==> src/rtl/fetch_unit.sv <==
// ============================================================================
// fetch_unit
// ----------------------------------------------------------------------------
// Instruction fetch stage sitting directly upstream of the CPU control unit.
// Owns the program counter, issues instruction reads on the shared bus, and
// latches the returned word into the instruction register (IR) that feeds
// decode/execute.
//
// A fetch ("launch") is started by:
//   - leaving BOOT after reset,
//   - the control unit's one-cycle i_start_fetch pulse while in HOLD,
//   - a trap/return redirect (i_trap_fetch), from any state.
// Bus timeouts and misaligned fetch addresses are reported to the trap logic
// through two sticky flags that only a trap redirect (or reset) clears.
//
// Parameters
//   RESET_PC        PC value loaded by reset; target of the first fetch
//   TIMEOUT_CYCLES  cycles in WAIT without i_bus_DV before a fault; 0 = never
//
// Ports
//   i_clk           clock, all state changes on the rising edge
//   i_rst           synchronous active-high reset
//   i_start_fetch   control unit pulse: fetch at the current PC (HOLD only)
//   i_load_PC       control unit: PC <= i_next_pc (HOLD only)
//   i_next_pc       sequential/branch target from execute
//   i_trap_fetch    pulse: PC <= i_trap_pc and start a fetch (any state)
//   i_trap_pc       trap vector or return address
//   i_bus_DV        bus read data valid (shared with load/store)
//   i_bus_rdata     bus read data
//   o_bus_req       instruction read request, held high until data valid
//   o_bus_addr      read address, equals o_pc
//   o_pc            current PC
//   o_ir            fetched instruction word
//   o_ir_valid      o_ir holds the word fetched from o_pc
//   o_fetch_fault   sticky: bus timeout during fetch
//   o_misaligned    sticky: fetch attempted with PC[1:0] != 0
// ============================================================================
module fetch_unit #(
    parameter logic [31:0] RESET_PC       = 32'h0000_0000,
    parameter int unsigned TIMEOUT_CYCLES = 16
) (
    input  logic        i_clk,
    input  logic        i_rst,
    input  logic        i_start_fetch,
    input  logic        i_load_PC,
    input  logic [31:0] i_next_pc,
    input  logic        i_trap_fetch,
    input  logic [31:0] i_trap_pc,
    input  logic        i_bus_DV,
    input  logic [31:0] i_bus_rdata,
    output logic        o_bus_req,
    output logic [31:0] o_bus_addr,
    output logic [31:0] o_pc,
    output logic [31:0] o_ir,
    output logic        o_ir_valid,
    output logic        o_fetch_fault,
    output logic        o_misaligned
);

    // The counter must be able to hold TIMEOUT_CYCLES; a disabled timeout
    // still gets a 1-bit counter so no zero-width vector is ever declared.
    localparam int CNT_W = (TIMEOUT_CYCLES == 0) ? 1 : $clog2(TIMEOUT_CYCLES + 1);
    localparam bit TIMEOUT_EN = (TIMEOUT_CYCLES != 0);
    // Value of the counter in the last permitted WAIT cycle. Only consulted
    // when TIMEOUT_EN is set, so the wrapped value for 0 is never used.
    localparam logic [CNT_W-1:0] CNT_LAST = CNT_W'(TIMEOUT_CYCLES - 1);

    typedef enum logic [1:0] {
        S_BOOT  = 2'd0,   // one idle cycle after reset, then first fetch
        S_WAIT  = 2'd1,   // request outstanding on the bus
        S_HOLD  = 2'd2,   // IR stable, waiting for the control unit
        S_FAULT = 2'd3    // parked after timeout/misalignment until a trap
    } state_t;

    // ------------------------------------------------------------------------
    // State
    // ------------------------------------------------------------------------
    state_t           r_state;
    logic [31:0]      r_pc;
    logic [31:0]      r_ir;
    logic             r_ir_valid;
    logic             r_fetch_fault;
    logic             r_misaligned;
    logic [CNT_W-1:0] r_cnt;

    state_t           w_state_nxt;
    logic [31:0]      w_pc_nxt;
    logic [31:0]      w_ir_nxt;
    logic             w_ir_valid_nxt;
    logic             w_fetch_fault_nxt;
    logic             w_misaligned_nxt;
    logic [CNT_W-1:0] w_cnt_nxt;
    logic             w_launch;

    // ------------------------------------------------------------------------
    // Next-state logic
    // ------------------------------------------------------------------------
    always_comb begin
        // NOTE: every signal gets its hold value first so no path through the
        // case statement can leave one unassigned and infer a latch.
        w_state_nxt       = r_state;
        w_pc_nxt          = r_pc;
        w_ir_nxt          = r_ir;
        w_ir_valid_nxt    = r_ir_valid;
        w_fetch_fault_nxt = r_fetch_fault;
        w_misaligned_nxt  = r_misaligned;
        w_cnt_nxt         = r_cnt;
        w_launch          = 1'b0;

        if (i_trap_fetch) begin
            // A redirect wins over everything and abandons any request still
            // outstanding; it also acknowledges both sticky faults.
            w_pc_nxt          = i_trap_pc;
            w_fetch_fault_nxt = 1'b0;
            w_misaligned_nxt  = 1'b0;
            w_launch          = 1'b1;
        end else begin
            unique case (r_state)
                S_BOOT: begin
                    w_launch = 1'b1;
                end

                S_WAIT: begin
                    if (i_bus_DV) begin
                        w_ir_nxt       = i_bus_rdata;
                        w_ir_valid_nxt = 1'b1;
                        w_state_nxt    = S_HOLD;
                    end else begin
                        w_cnt_nxt = r_cnt + CNT_W'(1);
                        if (TIMEOUT_EN && (r_cnt == CNT_LAST)) begin
                            w_fetch_fault_nxt = 1'b1;
                            w_state_nxt       = S_FAULT;
                        end
                    end
                end

                S_HOLD: begin
                    // Bus data valid here belongs to load/store and is ignored.
                    if (i_load_PC) begin
                        w_pc_nxt = i_next_pc;
                    end
                    if (i_start_fetch) begin
                        w_launch = 1'b1;
                    end
                end

                S_FAULT: begin
                    // Parked: only a redirect (above) or reset leaves.
                end

                default: begin
                    w_state_nxt = S_BOOT;
                end
            endcase
        end

        // Launch is checked against w_pc_nxt, so a same-edge PC load or trap
        // target is the address actually fetched (bypass, not the old PC).
        if (w_launch) begin
            w_ir_valid_nxt = 1'b0;
            w_cnt_nxt      = '0;
            if (w_pc_nxt[1:0] != 2'b00) begin
                w_misaligned_nxt = 1'b1;
                w_state_nxt      = S_FAULT;
            end else begin
                w_state_nxt = S_WAIT;
            end
        end
    end

    // ------------------------------------------------------------------------
    // State registers
    // ------------------------------------------------------------------------
    always_ff @(posedge i_clk) begin
        // NOTE: reset is sampled only on the clock edge (synchronous), so a
        // reset asserted mid-WAIT drops the request at the following edge.
        if (i_rst) begin
            r_state       <= S_BOOT;
            r_pc          <= RESET_PC;
            r_ir          <= '0;
            r_ir_valid    <= 1'b0;
            r_fetch_fault <= 1'b0;
            r_misaligned  <= 1'b0;
            r_cnt         <= '0;
        end else begin
            // NOTE: non-blocking assignments keep every register updating
            // from the pre-edge values, independent of statement order.
            r_state       <= w_state_nxt;
            r_pc          <= w_pc_nxt;
            r_ir          <= w_ir_nxt;
            r_ir_valid    <= w_ir_valid_nxt;
            r_fetch_fault <= w_fetch_fault_nxt;
            r_misaligned  <= w_misaligned_nxt;
            r_cnt         <= w_cnt_nxt;
        end
    end

    // ------------------------------------------------------------------------
    // Outputs
    // ------------------------------------------------------------------------
    assign o_bus_req     = (r_state == S_WAIT);
    assign o_bus_addr    = r_pc;
    assign o_pc          = r_pc;
    assign o_ir          = r_ir;
    assign o_ir_valid    = r_ir_valid;
    assign o_fetch_fault = r_fetch_fault;
    assign o_misaligned  = r_misaligned;

endmodule
==> config.mk <==
export PLATFORM = sky130hd
export DESIGN_NAME = fetch_unit
export DESIGN_NICKNAME = d
export VERILOG_FILES = /design/src/rtl/fetch_unit.sv
export SDC_FILE = /design/constraint.sdc
export NUM_CORES = 1
export LEC_CHECK = 0
export BUFFER_PORTS_ARGS = -buffer_cell sky130_fd_sc_hd__buf_2
export CORE_MARGIN = 10
export CORE_UTILIZATION = 46
export CTS_BUF_LIST = sky130_fd_sc_hd__clkbuf_8 sky130_fd_sc_hd__clkbuf_16
export DETAILED_ROUTE_END_ITERATION = 8
export MAX_ROUTING_LAYER = met4
export PLACE_DENSITY = 0.85
export SLEW_MARGIN = 20
export SYNTH_ARGS = -nofsm -noshare
export SYNTH_HDL_FRONTEND = slang
export SYNTH_SLANG_ARGS = --single-unit
==> constraint.sdc <==
create_clock -name i_clk -period 2.1 [get_ports i_clk]
set_input_delay 0.105 -clock i_clk [delete_from_list [all_inputs] [get_ports i_clk]]
set_output_delay 0.105 -clock i_clk [all_outputs]
set_load 0.02 [all_outputs]
==> results of run 1 <==
[sequential cells by signal, summed over array words and instances, names as in the netlist]
name	count
o_misaligned	1
o_ir_valid	1
o_bus_addr	32
r_cnt	5
r_state	2
o_fetch_fault	1
o_ir	32
[logic make-up after synthesis]
kind of cell    Yosys count
compound gates           43
buf+inv                  58
simple gates            121
mux                      63
flops                    74
xor+xnor                  3
fa+ha+maj                 2
[power breakdown]
part           total (uW)  switching, uW  internal, uW
clock network        1120            516           608
logic                 697            380           318
registers            1520           47.5          1470
[metal layers]
metal  vias up  wire length, um  track usage, %
met5         -                0               -
met4         0              230            7.06
met3        20              864            6.27
met2       157             5390            32.9
met1      1478             4410            21.8
li1       1567                -               -
[through the flow]
step | setup WS [ns] | total power (uW) | util [%] | cells
3_5_place_dp | 0.465 | 2200 | 60.1 | 615
4_1_cts | 0.461 | 3370 | 68.1 | 665
5_1_grt | 0.361 | 3520 | 68.1 | 665
2_1_floorplan | 0.674 | 2000 | - | 364
3_3_place_gp | 0.552 | 2180 | 60.1 | 615
6_report | 0.470 | 3340 | 68.1 | 665
[repair_timing]
action / 4_1_cts / 5_1_grt
endpoints found under the hold margin: 34 / 0
buffers inserted: 0 / 0
hold buffers: 34 / 0
[worst max-delay path: stages (launching register included)]
cell and delay, ns:
sky130_fd_sc_hd__dfxtp_1 0.39, sky130_fd_sc_hd__nand3b_1 0.12, sky130_fd_sc_hd__buf_4 0.37, sky130_fd_sc_hd__mux2_2 0.39
sky130_fd_sc_hd__mux2i_1 0.16, sky130_fd_sc_hd__nor2_1 0.05
[placed cells by master (no fill, tap or decap), drive strengths merged, types with 6 or more instances in the layout]
cell type,instances
a21oi,36
buf,208
clkbuf,11
dfxtp,74
dlygate4sd3,34
inv,6
mux2,30
mux2i,33
nand2,66
nor2,44
[cell type report]
class	count	area (um^2)
Multi-Input combinational cell	232	1450
Timing Repair Buffer	242	1400
Fill cell	535	2190
Inverter	5	18.8
Clock buffer	11	151
Clock inverter	5	53.8
Sequential cell	74	1480
Tap cell	96	120
[worst min path at each step]
stage / from / endpoint / slack (ns) / depth (start not counted)
after floorplan: i_bus_rdata[0] / o_ir[0] / 0.24 / 2
after global placement: i_trap_pc[27] / o_bus_addr[27] / 0.34 / 3
after detailed placement: i_trap_pc[27] / o_bus_addr[27] / 0.35 / 3
after CTS: i_bus_rdata[6] / o_ir[6] / 0.0009 / 3
after global routing: i_trap_pc[30] / o_bus_addr[30] / 0.006 / 3
final: i_bus_rdata[10] / o_ir[10] / 0.02 / 3
==> out/qor_table.md, run 1 <==
| Group | Quantity | This run |
| --- | --- | --- |
| run status | Status | finished, final reports clean |
| critical path | Endpoint of the worst-slack reg-to-reg timing path | o_bus_addr[17] |
| critical path | R2R depth | 5 |
| timing | Worst clock skew | 0.0117 ns |
| critical path | Endpoint class of the critical path | flip-flop |
| floorplanning | Rows | 30 |
| route | Drt pass-1 iters | 4 |
| timing | Worst slew margin relative to its limit | 58.3% |
| global route | First-pass GRT wire length | 17.4 mm |
| global route | Pin count of the biggest net entering global routing | 34 |
| yosys | Cell area after technology mapping | 3290 um^2 |
| finish | Count of inserted antenna diode cells | 0 |
| route | Routed wire length | 10.9 mm |
| route | Overall via count from detail_route | 3222 |
| yosys | Adder-Cell Fraction of Synth Area | 0.760% |
| timing | Crit share post-route | 77.6% |
| power and ir drop | Static leakage | 0.00240 uW |
| timing | Number of endpoints failing setup at the final stage | 0 |
| cts | Buffer type at the clock tree root | sky130_fd_sc_hd__clkbuf_8 |
| global route | Number of antenna violations at the first check in global routing | 0 |
| cts | Clock network latency to the later pin of the worst-skew pair | 0.33 ns |
| yosys | Compound-gate portion of the synthesized area | 6.84% |
| yosys | Proportion of synthesized chip area in sequential cells | 45.0% |
| finish | Fraction of final layout cells with drive strength greater than 1 | 44.8% |
| floorplanning | Initial core utilization | 47.9% |
| cts | Maximum count of clock buffers along a single path | 2 |
| place | Half-perimeter wire length of the detailed placement result | 7.97 mm |
| timing | Period minus WS final | 1.63 ns |
| timing | Fin. max-slew vios | 0 |
| floorplanning | Chip height | 105 um |
| place | Placed instance area | 4130 um^2 |
| timing | Hold WS | 0.0154 ns |
| finish | Layout overhead on the synthesized area | 42.0% |
| power and ir drop | Worst VDD drop | 0.000472 V |
| yosys | Synth top area share | 45.0% |
| critical path | Critical path required time | 2.31 ns |
| cts | Clock transition at path regs | 0.08 ns |
| critical path | Flop2flop setup slack | 0.47 ns |
| timing | Max Fclk | 613 MHz |
| yosys | Fraction of synthesized cell area in xor and xnor cells | 0.798% |
| yosys | Post-synth EDFFs | 0 |
| place | Gpl congestion | 0.768 |
| place | Buffers added on ports | 201 |
| global route | Number of global-route vias before repair | 3324 |
| floorplanning | Total die area | 10900 um^2 |
| critical path | Startpoint of the worst-slack reg-to-reg timing path | r_state[0] |
| flow run | Maxcap violations | 0 |
| floorplanning | Ports | 202 |
| yosys | Async S/R FF share, synth | 0% |
| yosys | Cell taking the most area after synthesis | sky130_fd_sc_hd__dfxtp_1 |
| critical path | Critical Path Source Type | flip-flop |
| timing | Sum of negative setup slack | 0 ns |
| cts | Count of instances resized after the clock tree is built | 0 |
| route | Iteration-0 DRC Markers | 108 |
| finish | Final #Nets | 668 |
| global route | Overflow left after global routing | 0 |
| yosys | Yosys warning count | 0 |
| timing | Final hold viol count | 0 |
| critical path | Capturing instance or port of the critical path | o_bus_addr[17] |
| cts | TritonCTS clock tree | yes |
| yosys | Dominant combinational cell family by area after synthesis | multiplexers |
| timing | Unrepaired setup endpoints after global routing | no |
| yosys | Primary FF master, synth | sky130_fd_sc_hd__dfxtp_1 |
| route | Final antenna-violating net count | 0 |
| critical path | Critical Path AT | 1.84 ns |
| cts | Clk sinks | 74 |
| yosys | Post-Synthesis Cells | 364 |
| yosys | Seq cells post-synth | 74 |
| route | Wire length per cell after detailed routing | 16.4 um |
| global route | GRT Overall Usage | 19.8% |
| yosys | Most common library cells after synthesis | 74 x sky130_fd_sc_hd__dfxtp_1, 66 x sky130_fd_sc_hd__nand2_1, 44 x sky130_fd_sc_hd__nor2_1 |
| timing | Slew at the pin closest to its max-slew limit | 0.624 ns |
| yosys | Number of nets in the synthesized netlist | 468 |
| yosys | Most instantiated library cell after synthesis | sky130_fd_sc_hd__dfxtp_1 |
| yosys | Post-Synth Simple-Gate Area | 15.2% |
| route | Number of vias per cell after detailed routing | 4.85 |
| critical path | Start point of the critical path | r_state[0] |
| floorplanning | Horizontal die dimension | 105 um |
| critical path | Maximum net fanout on the critical path | 32 |
| yosys | Library cells used by synthesis | 29 |
| route | Total DRC errors in the routed layout | 0 |
| yosys | Mux cell area share after synthesis | 20.3% |
| finish | Area of all placed cells without fillers | 4670 um^2 |
| yosys | Leading post-synthesis cells by cell area | sky130_fd_sc_hd__dfxtp_1 45%, sky130_fd_sc_hd__mux2_2 10%, sky130_fd_sc_hd__mux2i_1 10%, sky130_fd_sc_hd__buf_4 8.0%, sky130_fd_sc_hd__nand2_1 7.5% |
| cts | H-Tree Depth | 3 |
| yosys | Average size of a mapped cell | 9.04 um^2 |
| hold path | Worst min-delay path category | in -> reg |
| critical path | Worst setup path category | reg -> reg |
| cts | CTS buffer count | 9 |
| power and ir drop | Power per unit of standard cell area | 715 nW/um^2 |
| floorplanning | Core area | 6870 um^2 |
Note: power is estimated with default switching activity, not from simulation.
==> inputs of run 2 (changes only) <==
--- a/config.mk
+++ b/config.mk
@@ -7,11 +7,11 @@
 export LEC_CHECK = 0
 export BUFFER_PORTS_ARGS = -buffer_cell sky130_fd_sc_hd__buf_2
 export CORE_MARGIN = 10
-export CORE_UTILIZATION = 46
+export CORE_UTILIZATION = 39
 export CTS_BUF_LIST = sky130_fd_sc_hd__clkbuf_8 sky130_fd_sc_hd__clkbuf_16
 export DETAILED_ROUTE_END_ITERATION = 8
 export MAX_ROUTING_LAYER = met4
-export PLACE_DENSITY = 0.85
+export PLACE_DENSITY = 0.77
 export SLEW_MARGIN = 20
 export SYNTH_ARGS = -nofsm -noshare
 export SYNTH_HDL_FRONTEND = slang
==> constraint.sdc (replaced) <==
create_clock -name i_clk -period 1.5 [get_ports i_clk]
set_input_delay 0.075 -clock i_clk [delete_from_list [all_inputs] [get_ports i_clk]]
set_output_delay 0.075 -clock i_clk [all_outputs]
set_load 0.02 [all_outputs]
==> out/qor_table.md, run 2 (same netlist as run 1, synthesis figures left out) <==
| Group | Quantity | This run |
| --- | --- | --- |
| run status | Status | finished, final reports clean |
| timing | Slew at the pin closest to its max-slew limit | 0.392 ns |
| finish | Fraction of final layout cells with drive strength greater than 1 | 44.5% |
| cts | Buffer type at the clock tree root | sky130_fd_sc_hd__clkbuf_8 |
| global route | GRT Overall Usage | 18.2% |
| critical path | Endpoint of the worst-slack reg-to-reg timing path | o_bus_addr[31] |
| place | Dpl ws | 0.0871 ns |
| timing | Worst clock skew | 0.00706 ns |
| finish | Area of all placed cells without fillers | 5160 um^2 |
| cts | Maximum count of clock buffers along a single path | 2 |
| floorplanning | Horizontal die dimension | 112 um |
| timing | Post-route setup slack | 0.0680 ns |
| power and ir drop | Part of the total power dissipated in the clock network | 35.5% |
| critical path | Critical Path Source Type | flip-flop |
| finish | Commonest cells after routing, fill and taps aside | 201 x sky130_fd_sc_hd__buf_2, 72 x sky130_fd_sc_hd__dfxtp_1, 66 x sky130_fd_sc_hd__nand2_1 |
| cts | Clk sinks | 74 |
| critical path | CP max-delay cell | sky130_fd_sc_hd__dfxtp_2 |
| critical path | Worst path depth | 6 |
| critical path | Capturing instance or port of the critical path | o_bus_addr[31] |
| power and ir drop | Share of power burned in registers | 42.5% |
| flow run | Maxcap violations | 0 |
| timing | Worst slew margin relative to its limit | 73.8% |
| finish | Area of the multi-input gates | 1460 um^2 |
| hold path | Worst min-delay path category | in -> reg |
| critical path | Maximum net fanout on the critical path | 6 |
| power and ir drop | Comb power frac | 22.0% |
| critical path | Cell family with the largest share of critical-path delay | multiplexers |
| finish | Fill cell instance count of the final layout | 670 |
| route | Wire length per cell after detailed routing | 16.6 um |
| power and ir drop | Power Internal | 3680 uW |
| global route | Number of antenna violations at the first check in global routing | 1 |
| route | Final antenna-violating net count | 0 |
| global route | Overflow left after global routing | 0 |
| route | Number of vias per cell after detailed routing | 4.76 |
| place | Placed instance area | 4200 um^2 |
| cts | H-Tree Depth | 3 |
| cts | TritonCTS clock tree | yes |
| critical path | Delay of the slowest cell on the worst path | 0.36 ns |
| finish | Total area of sequential cells | 1480 um^2 |
| place | Buffers added on ports | 201 |
| finish | Final #Nets | 704 |
| cts | Clock network latency to the later pin of the worst-skew pair | 0.33 ns |
| timing | Final hold viol count | 0 |
| power and ir drop | Power per unit of standard cell area | 973 nW/um^2 |
| critical path | Startpoint of the worst-slack reg-to-reg timing path | r_state[1] |
| critical path | Endpoint class of the critical path | flip-flop |
| timing | Number of endpoints failing setup at the final stage | 0 |
| route | Iteration-0 DRC Markers | 180 |
| finish | Layout overhead on the synthesized area | 56.9% |
| floorplanning | Rows | 33 |
| critical path | R2R depth | 6 |
| route | Routed wire length | 11.8 mm |
| power and ir drop | Static leakage | 0.00261 uW |
| floorplanning | Ports | 202 |
| place | Gpl congestion | 0.786 |
| timing | Period minus WS final | 1.43 ns |
| power and ir drop | Worst VDD drop | 0.000544 V |
| power and ir drop | Switching fraction of total power | 26.8% |
| floorplanning | Core area | 8220 um^2 |
| route | Overall via count from detail_route | 3387 |
| route | Drt pass-1 iters | 4 |
| critical path | Start point of the critical path | r_state[1] |
| power and ir drop | Post-layout total power | 5020 uW |
| finish | Commonest non-fill, non-tap cell in the layout | sky130_fd_sc_hd__buf_2 |
| critical path | Crit path buf inv count | 2 |
| timing | Max Fclk | 698 MHz |
| place | Half-perimeter wire length of the detailed placement result | 8.17 mm |
| critical path | Critical path required time | 1.72 ns |
| critical path | Flop2flop setup slack | 0.07 ns |
| cts | Clock transition at path regs | 0.08 ns |
| floorplanning | Chip height | 112 um |
| route | Total DRC errors in the routed layout | 0 |
| critical path | Worst setup path category | reg -> reg |
| global route | Number of global-route vias before repair | 3541 |
| floorplanning | Total die area | 12500 um^2 |
| critical path | Critical Path AT | 1.65 ns |
| global route | Pin count of the biggest net entering global routing | 35 |
| global route | First-pass GRT wire length | 18.3 mm |
| power and ir drop | Switch Pwr | 1350 uW |
| floorplanning | Initial core utilization | 40.1% |
| critical path | Cells traversed along the worst timing path | nand3b_1 -> buf_6 -> buf_12 -> mux2_2 -> mux2i_2 -> nor2_1 |
| timing | Fin. max-slew vios | 0 |
| timing | Crit share post-route | 95.5% |
| cts | CTS buffer count | 9 |
run 2: cell count changes in the layout (fill, tap and decap cells not counted), sizes merged:
cell / previous run / this run
inv: 6 / 5
clkbuf: 11 / 15
buf: 208 / 214
dlygate4sd3: 34 / 61
clkinvlp: 2 / 1
bufinv: 1 / 2
diode: 0 / 1
run 2: cell type report:
| type | count | area share [%] |
|---|---|---|
| diodes | 1 | 0.0485 |
| clock buffers | 12 | 3.20 |
| inverters | 5 | 0.363 |
| repair buffers | 278 | 35.5 |
| multi-input cells | 232 | 28.2 |
| clock inverters | 4 | 1.41 |
| flip-flops and latches | 74 | 28.7 |
| well taps | 105 | 2.54 |
run 2: layer usage:
| metal | GRT usage (%) | part of all wire, % |
|---|---|---|
| met5 | - | 0 |
| met4 | 7.80 | 2.3 |
| met3 | 6.71 | 10 |
| met2 | 29.8 | 49 |
| met1 | 19.3 | 39 |
run 2: what timing repair did:
item	CTS	global route
gates resized for setup	0	6
setup buffers	0	3
hold buffers	61	0
hold endpoints to repair	61	0
endpoints found under the setup margin	0	39
run 2: worst min path at each step:
stage	start	end	slack, ns	depth (start not counted)
2_1_floorplan	i_bus_rdata[0]	o_ir[0]	0.21	2
3_3_place_gp	i_trap_pc[28]	o_bus_addr[28]	0.31	3
3_5_place_dp	i_trap_pc[6]	o_bus_addr[6]	0.32	3
4_1_cts	i_trap_pc[12]	o_bus_addr[12]	0.005	3
5_1_grt	i_trap_pc[12]	o_bus_addr[12]	0.04	3
6_report	i_trap_pc[12]	o_bus_addr[12]	0.02	3
run 2: power groups by stage:
stage	logic, uW	clock network, uW	registers, uW
global placement	918	0	2170
global route	1200	1910	2150
floorplan	514	0	2290
detailed placement	933	0	2180
CTS	1060	1840	2130
finish	1110	1780	2140
run 2: worst register-to-register path, cell delays in order (launching register included):
cell                       delay (ns)
sky130_fd_sc_hd__dfxtp_2         0.36
sky130_fd_sc_hd__nand3b_1        0.11
sky130_fd_sc_hd__buf_6           0.15
sky130_fd_sc_hd__buf_12          0.13
sky130_fd_sc_hd__mux2_2          0.35
sky130_fd_sc_hd__mux2i_2         0.17
sky130_fd_sc_hd__nor2_1          0.05
run 2: metrics by stage:
step	TNS (ns)	instances	hold slack, ns	utilization [%]
finish	0	711	0.0216	62.8
global route	-0.0196	711	0.0438	62.8
CTS	0	704	0.00485	61.4
detailed placement	0	627	0.319	51.1
global placement	0	627	0.306	51.1
floorplan	0	364	0.211	-
==> inputs of run 3 (changes only) <==
--- a/config.mk
+++ b/config.mk
@@ -12,6 +12,7 @@
 export DETAILED_ROUTE_END_ITERATION = 8
 export MAX_ROUTING_LAYER = met4
 export PLACE_DENSITY = 0.77
+export SETUP_SLACK_MARGIN = 0.5
 export SLEW_MARGIN = 20
 export SYNTH_ARGS = -nofsm -noshare
 export SYNTH_HDL_FRONTEND = slang
==> out/qor_table.md, run 3 (same netlist as run 1, synthesis figures left out) <==
| Group | Quantity | This run |
| --- | --- | --- |
| critical path | Cell family with the largest share of critical-path delay | buffers and inverters |
| critical path | Capturing instance or port of the critical path | o_ir[26] |
| floorplanning | Core area | 8220 um^2 |
| global route | Number of antenna violations at the first check in global routing | 1 |
| cts | Buffer type at the clock tree root | sky130_fd_sc_hd__clkbuf_8 |
| floorplanning | Rows | 33 |
| floorplanning | Chip height | 112 um |
| critical path | Most frequent cell on the critical path | sky130_fd_sc_hd__buf_6 |
| critical path | Endpoint class of the critical path | flip-flop |
| route | Number of vias per cell after detailed routing | 4.97 |
| route | Total DRC errors in the routed layout | 0 |
| cts | H-Tree Depth | 3 |
| power and ir drop | Power per unit of standard cell area | 859 nW/um^2 |
| critical path | CP max-delay cell | sky130_fd_sc_hd__dfxtp_2 |
| floorplanning | Ports | 202 |
| timing | Worst slew margin relative to its limit | 69.3% |
| critical path | Startpoint of the worst-slack reg-to-reg timing path | r_state[0] |
| route | Drt pass-1 iters | 4 |
| timing | Final hold viol count | 0 |
| floorplanning | Horizontal die dimension | 112 um |
| power and ir drop | Post-layout total power | 5330 uW |
| critical path | Crit path buf inv count | 4 |
| timing | Unrepaired setup endpoints after global routing | yes |
| timing | Worst clock skew | 0.0125 ns |
| timing | Max Fclk | 671 MHz |
| timing | Fin. max-slew vios | 0 |
| finish | Layout overhead on the synthesized area | 88.6% |
| critical path | R2R depth | 8 |
| finish | Final #Nets | 726 |
| global route | GRT Overall Usage | 20.3% |
| place | Half-perimeter wire length of the detailed placement result | 8.01 mm |
| critical path | Maximum net fanout on the critical path | 8 |
| power and ir drop | Worst VDD drop | 0.000515 V |
| global route | First-pass GRT wire length | 20.0 mm |
| timing | Sum of negative setup slack | 0 ns |
| finish | Commonest cells after routing, fill and taps aside | 144 x sky130_fd_sc_hd__buf_2, 63 x sky130_fd_sc_hd__buf_4, 62 x sky130_fd_sc_hd__dlygate4sd3_1 |
| critical path | Worst setup path category | reg -> reg |
| flow run | Maxcap violations | 0 |
| timing | Slew at the pin closest to its max-slew limit | 0.460 ns |
| timing | Crit share post-route | 99.4% |
| global route | Pin count of the biggest net entering global routing | 37 |
| critical path | Start point of the critical path | r_state[0] |
| global route | Overflow left after global routing | 0 |
| finish | Fraction of final layout cells with drive strength greater than 1 | 65.4% |
| critical path | Critical Path Source Type | flip-flop |
| route | Overall via count from detail_route | 3641 |
| critical path | Delay of the slowest cell on the worst path | 0.32 ns |
| timing | Period minus WS final | 1.49 ns |
| route | Final antenna-violating net count | 0 |
| floorplanning | Initial core utilization | 40.1% |
| cts | CTS buffer count | 9 |
| run status | Status | finished, final reports clean |
| timing | Number of endpoints failing setup at the final stage | 0 |
| place | Buffers added on ports | 201 |
| global route | Number of global-route vias before repair | 3811 |
| route | Routed wire length | 14.5 mm |
| critical path | Flop2flop setup slack | 0.01 ns |
| critical path | Cells traversed along the worst timing path | buf_6 -> and2b_2 -> buf_6 -> nand3b_1 -> buf_6 -> buf_16 -> nand2_4 -> a21oi_2 |
| critical path | Critical path required time | 1.79 ns |
| cts | Maximum count of clock buffers along a single path | 2 |
| floorplanning | Total die area | 12500 um^2 |
| place | Gpl congestion | 0.752 |
| cts | TritonCTS clock tree | yes |
| critical path | Critical Path AT | 1.78 ns |
| power and ir drop | Static leakage | 0.00295 uW |
| cts | Clock network latency to the later pin of the worst-skew pair | 0.36 ns |
| finish | Commonest non-fill, non-tap cell in the layout | sky130_fd_sc_hd__buf_2 |
| cts | Clock transition at path regs | 0.09 ns |
| critical path | Worst path depth | 8 |
| route | Iteration-0 DRC Markers | 183 |
| hold path | Worst min-delay path category | in -> reg |
| cts | Clk sinks | 74 |
| route | Wire length per cell after detailed routing | 19.8 um |
| critical path | Endpoint of the worst-slack reg-to-reg timing path | o_ir[26] |
-- run 3: repair_timing --
action                                 4_1_cts  5_1_grt
setup endpoints to repair                   78      122
gates resized for setup                     73      172
pin swaps                                   45       51
buffers inserted                            17        3
gates cloned                                 7        2
endpoints found under the hold margin       62        0
hold buffers                                62        0
-- run 3: layer usage --
layer,wire (um),global-route usage (%),up-vias
li1,-,-,1698
met1,5220,19.6,1747
met2,7930,36.8,148
met3,686,4.03,48
met4,653,11.6,0
met5,0,-,-
-- run 3: layout make-up --
type                       instances  area, um^2
clock buffer                       9         124
timing repair buffer             300        2340
clock inverter                     7        91.3
sequential                        74        1530
tap                              105         131
multi-input combinational        232        1960
inverter                           5        18.8
antenna                            1        2.50
fill                             506        2010
-- run 3: how the worst min path moves through the flow --
stage	from	endpoint	slack, ns	cells past startpoint
2_1_floorplan	i_bus_rdata[0]	o_ir[0]	0.21	2
3_3_place_gp	i_trap_pc[18]	o_bus_addr[18]	0.31	3
3_5_place_dp	i_trap_pc[6]	o_bus_addr[6]	0.32	3
4_1_cts	i_trap_pc[28]	o_bus_addr[28]	0.003	3
5_1_grt	i_trap_pc[28]	o_bus_addr[28]	0.04	3
6_report	i_trap_pc[28]	o_bus_addr[28]	0.02	3
-- run 3: stage by stage --
stage          hold slack (ns)  instance area, um^2  instances  setup slack [ns]  utilization, %
6_report                0.0224                 6210        733           0.00952            75.5
5_1_grt                 0.0428                 6210        733           -0.0496            75.5
4_1_cts                0.00327                 5610        727            0.0647            68.3
3_5_place_dp             0.316                 4210        625            0.0626            51.3
3_3_place_gp             0.308                 4210        625             0.114            51.3
2_1_floorplan            0.211                 3340        364             0.159               -
-- run 3: tightest hold or removal path, delay by kind of cell --
| family | cells | cell delay [ns] |
|---|---|---|
| multiplexers | 1 | 0.06 |
| buffers and inverters | 1 | 0.09 |
| AND/OR/NAND/NOR | 1 | 0.12 |
-- run 3: report_power, final --
group	internal [uW]	total, uW	switching [uW]
sequential	2070	2160	88.2
clock	938	1750	813
combinational	732	1420	685
